$ cat src/rtl/exec_sequencer.sv
// exec_sequencer: multi-cycle core state sequencer with FPU latency waits, memory handshake and perf counters
module exec_sequencer #(
  parameter int unsigned FADD_LAT  = 4,
  parameter int unsigned FMUL_LAT  = 3,
  parameter int unsigned FDIV_LAT  = 12,
  parameter int unsigned FSQRT_LAT = 12
) (
  input  logic        clk,
  input  logic        rst,
  input  logic        start,
  input  logic        halt_req,
  input  logic        fetch_done,
  input  logic        mem_done,
  input  logic        is_fadd,
  input  logic        is_fmul,
  input  logic        is_fdiv,
  input  logic        is_fsqrt,
  input  logic        is_load,
  input  logic        is_store,
  output logic [2:0]  state,
  output logic        fpu_busy,
  output logic        retire,
  output logic [31:0] instr_count,
  output logic [31:0] stall_cycles,
  output logic        halted
);
  typedef enum logic [2:0] {
    IDLE   = 3'd0,
    FETCH  = 3'd1,
    DECODE = 3'd2,
    EXEC   = 3'd3,
    WAIT   = 3'd4,
    MEM    = 3'd5,
    WRITE  = 3'd6,
    HALT   = 3'd7
  } state_t;
  state_t     cur, nxt;
  logic [7:0] wait_cnt, wait_nxt, lat;
  logic       fpu_sel, stall_inc;
  assign fpu_sel = is_fdiv | is_fsqrt | is_fmul | is_fadd;
  assign lat = is_fdiv  ? 8'(FDIV_LAT)  :
               is_fsqrt ? 8'(FSQRT_LAT) :
               is_fmul  ? 8'(FMUL_LAT)  : 8'(FADD_LAT);
  assign stall_inc = (cur == WAIT) | (cur == FETCH & ~fetch_done) | (cur == MEM & ~mem_done);
  assign state = cur;
  always_comb begin
    nxt      = cur;
    wait_nxt = wait_cnt;
    case (cur)
      IDLE:   nxt = start ? FETCH : IDLE;
      FETCH:  nxt = fetch_done ? DECODE : FETCH;
      DECODE: nxt = EXEC;
      EXEC: begin
        // FPU classes win over load/store; a single-cycle FPU op retires straight away
        if (fpu_sel && lat > 8'd1) begin
          nxt      = WAIT;
          wait_nxt = lat - 8'd1;
        end else begin
          nxt = (!fpu_sel && (is_load || is_store)) ? MEM : WRITE;
        end
      end
      WAIT: begin
        wait_nxt = wait_cnt - 8'd1;
        nxt      = (wait_cnt <= 8'd1) ? WRITE : WAIT;
      end
      MEM:    nxt = mem_done ? WRITE : MEM;
      WRITE:  nxt = halt_req ? HALT : FETCH;
      HALT:   nxt = HALT;
      default: nxt = IDLE;
    endcase
  end
  // status flags are registered from the next state so they never glitch
  always_ff @(posedge clk or posedge rst) begin
    if (rst) begin
      cur          <= IDLE;
      wait_cnt     <= 8'd0;
      fpu_busy     <= 1'b0;
      retire       <= 1'b0;
      halted       <= 1'b0;
      instr_count  <= 32'd0;
      stall_cycles <= 32'd0;
    end else begin
      cur          <= nxt;
      wait_cnt     <= wait_nxt;
      fpu_busy     <= nxt == WAIT;
      retire       <= nxt == WRITE;
      halted       <= nxt == HALT;
      instr_count  <= instr_count + 32'(cur == WRITE);
      stall_cycles <= stall_cycles + 32'(stall_inc);
    end
  end
endmodule
$ cat config.mk
export PLATFORM = sky130hd
export DESIGN_NAME = exec_sequencer
export DESIGN_NICKNAME = d
export VERILOG_FILES = /design/src/rtl/exec_sequencer.sv
export SDC_FILE = /design/constraint.sdc
export NUM_CORES = 1
export LEC_CHECK = 0
export CAP_MARGIN = 20
export CORE_MARGIN = 3
export CORE_UTILIZATION = 30
export CTS_CLUSTER_DIAMETER = 40
export CTS_CLUSTER_SIZE = 30
export DETAILED_ROUTE_END_ITERATION = 8
export PLACE_DENSITY_LB_ADDON = 0.2
export SETUP_SLACK_MARGIN = 0.15
export SLEW_MARGIN = 20
export SYNTH_ARGS = -nofsm -noshare
export SYNTH_HDL_FRONTEND = slang
export SYNTH_SLANG_ARGS = --single-unit
$ cat constraint.sdc
create_clock -name clk -period 2.95 [get_ports clk]
set_clock_uncertainty 0.2 [all_clocks]
set_input_delay 0.59 -clock clk [delete_from_list [all_inputs] [get_ports clk]]
set_output_delay 0.59 -clock clk [all_outputs]
set_load 0.01 [all_outputs]
Word level (Yosys, flattened, before mapping)
Cells that the tools add are included.
Word-level totals
  bits in registers: 78
  bits of input ports: 12
  output and inout bits: 70
Operators by class
  add/subtract/negate cells: 4
  magnitude comparators: 2
  equality and inequality tests: 11
  multiplexer cells: 13
  bitwise gates (word level): 9
  reduce and logical (&&, ||, !) cells: 7
Operator list (count)
  $add A32 B1 Y32: 2
  $pmux W3 S8: 1
  $eq A3 B3 Y1 const B: 7
  $pmux W8 S2: 1
  $mux W2: 5
  $le A8 B1 Y1 const B: 1
  $mux W4: 2
  $mux W8: 1
  $sub A8 B1 Y8 const B: 1
  $eq A3 B2 Y1 const B: 2
  $mux W3: 2
  $or A1 B1 Y1: 5
  $sub A4 B1 Y5 const B: 1
  $gt A4 B1 Y1 const B: 1
  $eq A3 B1 Y1 const B: 1
  $logic_not A3 Y1: 1
  $and A1 B1 Y1: 2
  $logic_and A1 B1 Y1: 2
  $ne A2 B2 Y1 const B: 1
  $not A1 Y1: 2
  $reduce_and A2 Y1: 1
  $reduce_bool A2 Y1: 1
  $logic_not A1 Y1: 1
  $logic_or A1 B1 Y1: 1
  $mux W1: 1

Logic depth before layout (Yosys ltp)
Gate-level depths: netlist of the first run.
  depth after elaboration: 9
  gate-level depth with buffers: 10

Least setup slack after synthesis of the first run
OpenSTA, ideal clock, no wires.
  path kind: register to register
  start point: reg cur[1] (netlist: state[1])
  end point: reg instr_count[16]
  data arrival time: 2.196 ns
  data required time: 2.624 ns
  setup slack: 0.428 ns
  stages on the path, launching flop included: 10
  path buffers: 1
  cell sequence: dfrtp_1 > buf_1 > nand2_1 > nor2_1 > ha_1 > ha_1 > and4_1 > nor3b_2 > nand4_1 > xnor2_1
On the way
  word-level cells in the longest chain between the ends: 2
Ends and longest elaborated chain
  from (decl): line 37  | state_t cur, nxt;
  from (signal assigned): line 83  | cur <= nxt;
  $eq A3 B3 Y1: line 88  | instr_count <= instr_count + 32'(cur == WRITE);
  $add A32 B1 Y32: line 88
  to (signal assigned): line 88
  to (decl): line 23  | output logic [31:0] instr_count,
Every way passes these cells.
A chain may end at the register's enable or synchronous reset.

Worst setup path in the final report of the first run
  start point: in fetch_done
  end point: reg stall_cycles[24]
On the way
  word-level cells in the longest chain between the ends: 5
Ends and longest elaborated chain
  from (decl): line 12  | input logic fetch_done,
  $not A1 Y1: line 44  | assign stall_inc = (cur == WAIT) | (cur == FETCH & ~fetch_done) | (cur == MEM & ~mem_done);
  $and A1 B1 Y1: line 44
  $or A1 B1 Y1 (2 in series): line 44
  $add A32 B1 Y32: line 89  | stall_cycles <= stall_cycles + 32'(stall_inc);
  to (signal assigned): line 89
  to (decl): line 24  | output logic [31:0] stall_cycles,
Every way passes these cells.

==> impl_metrics.prom, run 1 <==
# TYPE chip_impl_metric gauge
chip_impl_info{name="outcome",value="completed"} 1
chip_impl_metric{name="postPlaceCellArea",unit="mm²"} 0.004712
chip_impl_metric{name="grt_pass1_vias",unit=""} 2803
chip_impl_metric{name="met1_usage",unit="%"} 17.01
chip_impl_info{name="critPathKind",value="input port to flop"} 1
chip_impl_metric{name="remaining_drc_errors",unit=""} 0
chip_impl_metric{name="share_comb_of_total_power",unit="%"} 22.2
chip_impl_info{name="r2r-end",value="stall_cycles[24]"} 1
chip_impl_metric{name="synth-warning-count",unit=""} 0
chip_impl_metric{name="cts_max_level",unit=""} 3
chip_impl_metric{name="detailedPlacementHpwl",unit="mm"} 6.079
chip_impl_metric{name="clock_sinks",unit=""} 78
chip_impl_metric{name="ant_nets",unit=""} 0
chip_impl_metric{name="finalHoldViolations",unit=""} 0
chip_impl_metric{name="final_layout_size_suffix_gt1_share",unit="%"} 7.014
chip_impl_metric{name="place.gp.congestion",unit=""} 0.7903
chip_impl_info{name="crit-reg2reg-launch",value="state[0]"} 1
chip_impl_metric{name="synth_sequential_area_ratio",unit="%"} 53.59
chip_impl_metric{name="power.share.switching",unit="%"} 28.37
chip_impl_metric{name="finalSetupViolCount",unit=""} 0
chip_impl_info{name="min_from",value="stall_cycles[31]"} 1
chip_impl_metric{name="clockPowerShare",unit="%"} 37.0
chip_impl_metric{name="boundaryPins",unit=""} 82
chip_impl_info{name="synthMostInstantiatedCell",value="dfrtp_1"} 1
chip_impl_metric{name="synth_cell_type_count",unit=""} 38
chip_impl_info{name="synthFlopType",value="dfrtp_1"} 1
chip_impl_metric{name="hold_buffers",unit=""} 0
chip_impl_info{name="tritoncts",value="yes"} 1
chip_impl_metric{name="numCtsBuffers",unit=""} 9
chip_impl_metric{name="worst_slew_margin",unit="%"} 54.24
chip_impl_metric{name="grtUsageMet3",unit="%"} 2.228
chip_impl_metric{name="number_of_enable_flip_flop_cells_after_synthesis",unit=""} 0
chip_impl_metric{name="timing.hold.ws",unit="ns"} 0.2667
chip_impl_metric{name="die_outline_area",unit="mm²"} 0.01350
chip_impl_metric{name="finalCritPeriodShare",unit="%"} 90.36
chip_impl_metric{name="globalRouteOverflowTotal",unit=""} 0
chip_impl_metric{name="die_x",unit="µm"} 116.2
chip_impl_metric{name="tightestPinTransition",unit="ns"} 0.6849
chip_impl_metric{name="antenna_cells_inserted",unit=""} 0
chip_impl_metric{name="synthesized_nets",unit=""} 359
chip_impl_metric{name="synth-seq-cells",unit=""} 78
chip_impl_metric{name="cts_repair_resize_count",unit=""} 0
chip_impl_info{name="worst_hold_path_type",value="flop to flop"} 1
chip_impl_metric{name="total_switching_power",unit="µW"} 979.4
chip_impl_metric{name="placeableCoreArea",unit="mm²"} 0.01166
chip_impl_metric{name="min_period",unit="ns"} 2.666
chip_impl_metric{name="critPathRequiredTime",unit="ns"} 3.00
chip_impl_metric{name="global_route.usage.total",unit="%"} 12.76
chip_impl_info{name="unrepaired_setup_endpoints_after_global_routing",value="no"} 1
chip_impl_info{name="endpoint_kind",value="flop"} 1
chip_impl_info{name="worstSetupStartpointType",value="input port"} 1
chip_impl_metric{name="asyncSetResetFlopFracSynth",unit="%"} 100.0
chip_impl_metric{name="start_util",unit="%"} 31.23
chip_impl_metric{name="dr_total_vias",unit=""} 2825
chip_impl_metric{name="timing.final.max_slew_violations",unit=""} 0
chip_impl_metric{name="quantity_of_i_o_buffers_inserted_on_ports",unit=""} 81
chip_impl_metric{name="power.total",unit="mW"} 3.452
chip_impl_info{name="hold_end",value="stall_cycles[31]"} 1
chip_impl_metric{name="detail_route.wl_per_cell",unit="µm"} 14.16
chip_impl_metric{name="post_synth_inst_count",unit=""} 340
chip_impl_metric{name="row_count",unit=""} 39
chip_impl_metric{name="static-leakage-power",unit="nW"} 2.220
chip_impl_metric{name="via_per_inst",unit=""} 4.829
chip_impl_metric{name="p_int",unit="mW"} 2.472
chip_impl_metric{name="syn-cell-area",unit="mm²"} 0.003642
chip_impl_info{name="grt_peak_use_layer",value="met2"} 1
chip_impl_metric{name="grt_pass1_wl",unit="mm"} 13.66
chip_impl_metric{name="clock_insertion_delay_worst_skew",unit="ns"} 0.33
chip_impl_metric{name="setup_tns",unit="ns"} 0
chip_impl_metric{name="clkSlewWorstSetupHoldPaths",unit="ns"} 0.06
chip_impl_metric{name="seq_power_share",unit="%"} 40.8
chip_impl_metric{name="maximum_number_of_pins_on_one_net_before_global_route_repair",unit=""} 33
chip_impl_info{name="synthTopCellsByCount",value="dfrtp_1, xnor2_1, nand2_1"} 1
chip_impl_metric{name="whs_path_depth",unit=""} 1
chip_impl_info{name="post_synth_main_area_contributors",value="dfrtp_1, xnor2_1, xor2_1"} 1
chip_impl_metric{name="finish.instance_area",unit="mm²"} 0.005061
chip_impl_metric{name="chipHeight",unit="µm"} 116.2
chip_impl_metric{name="worst-path-max-fanout",unit=""} 8
chip_impl_metric{name="num-nets-final",unit=""} 456
chip_impl_metric{name="netlist.area_leader.share",unit="%"} 53.59
chip_impl_metric{name="avgSynthCellArea",unit="µm²"} 10.71
chip_impl_metric{name="detail_route.iter0.violations",unit=""} 157
chip_impl_metric{name="regToRegSetupSlack",unit="ns"} 0.35
chip_impl_metric{name="areal_power_density_over_the_cells",unit="mW/mm²"} 682.0
chip_impl_metric{name="clock_tree.buffer_depth",unit=""} 2
chip_impl_metric{name="achievable-frequency",unit="GHz"} 0.3751
chip_impl_metric{name="cts_setup_buffers",unit=""} 0
chip_impl_metric{name="ir_drop",unit="V"} 0.0003102
chip_impl_metric{name="firstDrtPassIters",unit=""} 4
chip_impl_metric{name="r2r_cell_count",unit=""} 9
chip_impl_metric{name="area_delta_synth_final",unit="%"} 38.96
chip_impl_metric{name="cap_viol_max_count",unit=""} 0
chip_impl_metric{name="grt_antenna_before_repair",unit=""} 0
chip_impl_info{name="cell_chosen_for_the_clock_root",value="clkbuf_16"} 1
chip_impl_metric{name="crit_arrival",unit="ns"} 2.72
chip_impl_info{name="synth_top_cell_by_area",value="dfrtp_1"} 1
chip_impl_metric{name="groute.layer.met2.usage",unit="%"} 20.21
chip_impl_metric{name="route.final.wire_length",unit="mm"} 8.286
==> final cells by class <==
class / instances / area [µm²]
Clock buffer: 11 / 242.7
Clock inverter: 5 / 106.4
Fill cell: 1118 / 6601
Inverter: 11 / 42.54
Multi-Input combinational cell: 245 / 1633
Sequential cell: 78 / 1952
Tap cell: 143 / 178.9
Timing Repair Buffer: 92 / 905.9
==> worst max-delay path by stage <==
stage / startpoint / end / slack, ns / cells after the start
global placement: fetch_done / stall_cycles[20] / 0.04 / 10
finish: fetch_done / stall_cycles[24] / 0.28 / 10
CTS: fetch_done / stall_cycles[18] / 0.30 / 10
global route: state[2] / instr_count[20] / 0.16 / 9
detailed placement: fetch_done / stall_cycles[24] / -0.04 / 10
floorplan: rst / fpu_busy / 0.16 / 1
==> state kept, by name, indices dropped and copies added (netlist names) <==
signal / cells
wait_cnt: 8
fpu_busy: 1
instr_count: 32
state: 3
retire: 1
stall_cycles: 32
halted: 1
==> kinds of logic (layout without fill, tap and decap cells) <==
logic type	count (synthesis)	count (layout)	share of synthesized area [%]
compound gates	21	21	3.882
fa+ha+maj	7	7	2.405
buf+inv	17	119	1.752
xor+xnor	62	62	14.91
flops	78	78	53.59
simple gates	153	153	22.91
mux	2	2	0.5497
==> metrics by stage <==
stage | setup WS [ns] | cells | utilization [%]
finish | 0.2843 | 585 | 43.40
global route | 0.1555 | 585 | 43.40
CTS | 0.3041 | 585 | 43.40
detailed placement | -0.03766 | 569 | 40.40
global placement | 0.04018 | 569 | 40.40
floorplan | 0.1650 | 340 | -
==> routing by layer <==
| layer | wire (µm) | part of all wire, % |
|---|---|---|
| met2 | 3879 | 47 |
| met5 | 0 | 0 |
| met1 | 3963 | 48 |
| met4 | 143 | 1.7 |
| met3 | 299 | 3.6 |
==> power groups by stage <==
stage / Combinational (mW) / Sequential [mW] / Clock [mW]
3_3_place_gp: 0.766 / 1.42 / 0
2_1_floorplan: 0.425 / 1.40 / 0
4_1_cts: 0.776 / 1.41 / 1.32
5_1_grt: 0.848 / 1.44 / 1.37
6_report: 0.766 / 1.41 / 1.28
3_5_place_dp: 0.773 / 1.42 / 0
==> cells in the final DEF (no fill, tap or decap), types with 4 or more instances in the layout <==
cell | Yosys | final
and4_1 | 7 | 7
buf_4 | 0 | 10
nor4_1 | 8 | 7
xnor2_1 | 39 | 39
xor2_1 | 23 | 23
nand2_1 | 28 | 28
a21oi_1 | 4 | 4
dfrtp_1 | 78 | 78
inv_1 | 11 | 10
clkbuf_16 | 0 | 9
nor2_1 | 21 | 21
nor3_1 | 12 | 12
o21ai_0 | 7 | 7
nand3_1 | 26 | 26
and3_1 | 12 | 12
clkdlybuf4s50_1 | 0 | 81
nand4_1 | 17 | 17
ha_1 | 7 | 7
==> worst max-delay path, stage by stage <==
cell	delay, ns
clkdlybuf4s50_1	0.44
nor3b_1	0.20
a21oi_1	0.06
nor2_1	0.11
ha_1	0.17
ha_1	0.15
and4_1	0.23
nand3_1	0.30
nor3_1	0.30
xor2_1	0.17
Note: power is estimated with default switching activity, not from simulation.
==> run 2: changes to the inputs <==
PLACE_DENSITY = 0.63   (was not set)
PLACE_DENSITY_LB_ADDON = not set   (was 0.2)
==> impl_metrics.prom, run 2 (synthesis gave the netlist of run 1 again) <==
# TYPE chip_impl_metric gauge
chip_impl_info{name="worstSetupStartpointType",value="input port"} 1
chip_impl_metric{name="row_count",unit=""} 39
chip_impl_metric{name="grt_pass1_vias",unit=""} 2831
chip_impl_metric{name="area_delta_synth_final",unit="%"} 37.27
chip_impl_metric{name="footprint_of_the_flip_flops_and_latches",unit="mm²"} 0.001952
chip_impl_metric{name="ant_nets",unit=""} 0
chip_impl_metric{name="clock_insertion_delay_worst_skew",unit="ns"} 0.34
chip_impl_metric{name="firstDrtPassIters",unit=""} 4
chip_impl_info{name="outcome",value="completed"} 1
chip_impl_metric{name="final.setup.worst_slack",unit="ns"} 0.2939
chip_impl_metric{name="remaining_drc_errors",unit=""} 0
chip_impl_metric{name="chipHeight",unit="µm"} 116.2
chip_impl_info{name="final_common_cell",value="clkdlybuf4s50_1"} 1
chip_impl_metric{name="dr_total_vias",unit=""} 2840
chip_impl_metric{name="global_route.usage.total",unit="%"} 13.33
chip_impl_metric{name="finalCritPeriodShare",unit="%"} 90.04
chip_impl_metric{name="multi_input_gate_area",unit="mm²"} 0.001643
chip_impl_info{name="top_regs",value="instr_count (32), stall_cycles (32), wait_cnt (8)"} 1
chip_impl_info{name="min_from",value="stall_cycles[31]"} 1
chip_impl_metric{name="areal_power_density_over_the_cells",unit="mW/mm²"} 664.6
chip_impl_metric{name="ir_drop",unit="V"} 0.0004462
chip_impl_metric{name="via_per_inst",unit=""} 4.897
chip_impl_info{name="final_cell_mix",value="clkdlybuf4s50_1, dfrtp_1, xnor2_1"} 1
chip_impl_info{name="crit_path_cell_trace",value="clkdlybuf4s50_1 -> nor3b_1 -> a21oi_1 -> nor2_1 -> ha_1 -> ha_1 -> and4_1 -> nand4_1 -> nor3_1 -> xor2_1"} 1
chip_impl_metric{name="clock_sinks",unit=""} 78
chip_impl_metric{name="tightestPinTransition",unit="ns"} 0.7051
chip_impl_metric{name="final_layout_size_suffix_gt1_share",unit="%"} 6.636
chip_impl_metric{name="finish.instance_area",unit="mm²"} 0.005000
chip_impl_info{name="worst_hold_path_type",value="flop to flop"} 1
chip_impl_metric{name="die_outline_area",unit="mm²"} 0.01350
chip_impl_info{name="crit-reg2reg-launch",value="state[2]"} 1
chip_impl_metric{name="setup_tns",unit="ns"} 0
chip_impl_metric{name="detail_route.wl_per_cell",unit="µm"} 14.41
chip_impl_metric{name="die_x",unit="µm"} 116.2
chip_impl_metric{name="crit_arrival",unit="ns"} 2.72
chip_impl_metric{name="boundaryPins",unit=""} 82
chip_impl_metric{name="finalHoldViolations",unit=""} 0
chip_impl_metric{name="start_util",unit="%"} 31.23
chip_impl_info{name="critPathLaunch",value="fetch_done"} 1
chip_impl_metric{name="clock_tree.buffer_depth",unit=""} 2
chip_impl_info{name="crit_path_frequent_cell",value="ha_1"} 1
chip_impl_metric{name="placed_cells",unit=""} 565
chip_impl_metric{name="postPlaceCellArea",unit="mm²"} 0.004681
chip_impl_metric{name="globalRouteOverflowTotal",unit=""} 0
chip_impl_metric{name="cap_viol_max_count",unit=""} 0
chip_impl_metric{name="place_worst_setup_slack",unit="ns"} -0.1120
chip_impl_info{name="tritoncts",value="yes"} 1
chip_impl_metric{name="timing.final.max_slew_violations",unit=""} 0
chip_impl_metric{name="worst_slew_margin",unit="%"} 52.89
chip_impl_metric{name="static-leakage-power",unit="nW"} 2.184
chip_impl_metric{name="min_period",unit="ns"} 2.656
chip_impl_info{name="critPathKind",value="input port to flop"} 1
chip_impl_metric{name="postLayoutCoreUtil",unit="%"} 42.87
chip_impl_info{name="cell_chosen_for_the_clock_root",value="clkbuf_16"} 1
chip_impl_metric{name="cp_peak_stage_delay",unit="ns"} 0.44
chip_impl_metric{name="worst-path-max-fanout",unit=""} 4
chip_impl_metric{name="grt_pass1_wl",unit="mm"} 14.05
chip_impl_metric{name="placeableCoreArea",unit="mm²"} 0.01166
chip_impl_metric{name="grt_antenna_before_repair",unit=""} 0
chip_impl_metric{name="cts_max_level",unit=""} 3
chip_impl_metric{name="detail_route.iter0.violations",unit=""} 140
chip_impl_metric{name="maximum_number_of_pins_on_one_net_before_global_route_repair",unit=""} 79
chip_impl_info{name="endpoint_kind",value="flop"} 1
chip_impl_metric{name="num-nets-final",unit=""} 452
chip_impl_metric{name="quantity_of_i_o_buffers_inserted_on_ports",unit=""} 81
chip_impl_metric{name="layoutNonFillerInstCount",unit=""} 580
chip_impl_info{name="critPathSlowestCell",value="clkdlybuf4s50_1"} 1
chip_impl_metric{name="detailedPlacementHpwl",unit="mm"} 5.959
chip_impl_metric{name="critPathRequiredTime",unit="ns"} 3.01
chip_impl_metric{name="numCtsBuffers",unit=""} 9
chip_impl_metric{name="place.gp.congestion",unit=""} 0.7900
chip_impl_metric{name="regToRegSetupSlack",unit="ns"} 0.38
chip_impl_metric{name="achievable-frequency",unit="GHz"} 0.3765
chip_impl_metric{name="finalSetupViolCount",unit=""} 0
chip_impl_metric{name="route.final.wire_length",unit="mm"} 8.356
chip_impl_metric{name="clkSlewWorstSetupHoldPaths",unit="ns"} 0.06
chip_impl_metric{name="antenna_cells_inserted",unit=""} 0
chip_impl_metric{name="num-fill-cells",unit=""} 1120
chip_impl_info{name="unrepaired_setup_endpoints_after_global_routing",value="yes"} 1
run 2: what timing repair did:
item	4_1_cts	5_1_grt
gates resized for setup	0	2
hold buffers	0	0
setup endpoints to repair	0	8
setup buffers	0	0
run 2: final cells by class:
type | instances | share of cell area (%)
repair buffers | 88 | 17.52
well taps | 143 | 3.579
multi-input cells | 245 | 32.86
clock inverters | 3 | 0.8509
flip-flops and latches | 78 | 39.04
clock buffers | 12 | 5.330
inverters | 11 | 0.8258
run 2: through the flow:
stage	total power, mW	hold slack (ns)
after floorplan	1.829	0.2370
after global placement	2.194	0.2596
after detailed placement	2.206	0.2625
after CTS	3.377	0.2706
after global routing	3.523	0.2948
final	3.323	0.2612
run 2: worst paths after layout:
path                       depth (start not counted)               end
min reg2reg                                        1  stall_cycles[31]
min                                                1  stall_cycles[31]
max in group asynchronous                          3  stall_cycles[14]
max                                               10  stall_cycles[30]
min in group asynchronous                          3    instr_count[0]
max reg2reg                                        9  stall_cycles[30]
run 2: layer usage:
metal / up-vias / share of wire (%) / track usage (%) / wire [µm]
li1: 1379 / - / - / -
met1: 1379 / 45 / 17.36 / 3739
met2: 72 / 49 / 20.94 / 4103
met3: 10 / 4.9 / 4.404 / 410
met4: 0 / 1.2 / 4.563 / 102
met5: - / 0 / 0 / 0
run 2: worst max-delay path, delay by kind of cell:
family	cells	cell delay [ns]
AOI/OAI and AO/OA	1	0.06
buffers and inverters	1	0.44
and+or+nand+nor	5	1.09
adders and majority gates	2	0.36
xor gates and xnor gates	1	0.17
run 2: power breakdown:
part           internal (mW)  total, mW  switching, mW
clock network          0.718       1.14          0.421
logic                  0.401      0.778          0.377
registers               1.22       1.41          0.188
total                   2.34       3.32          0.986
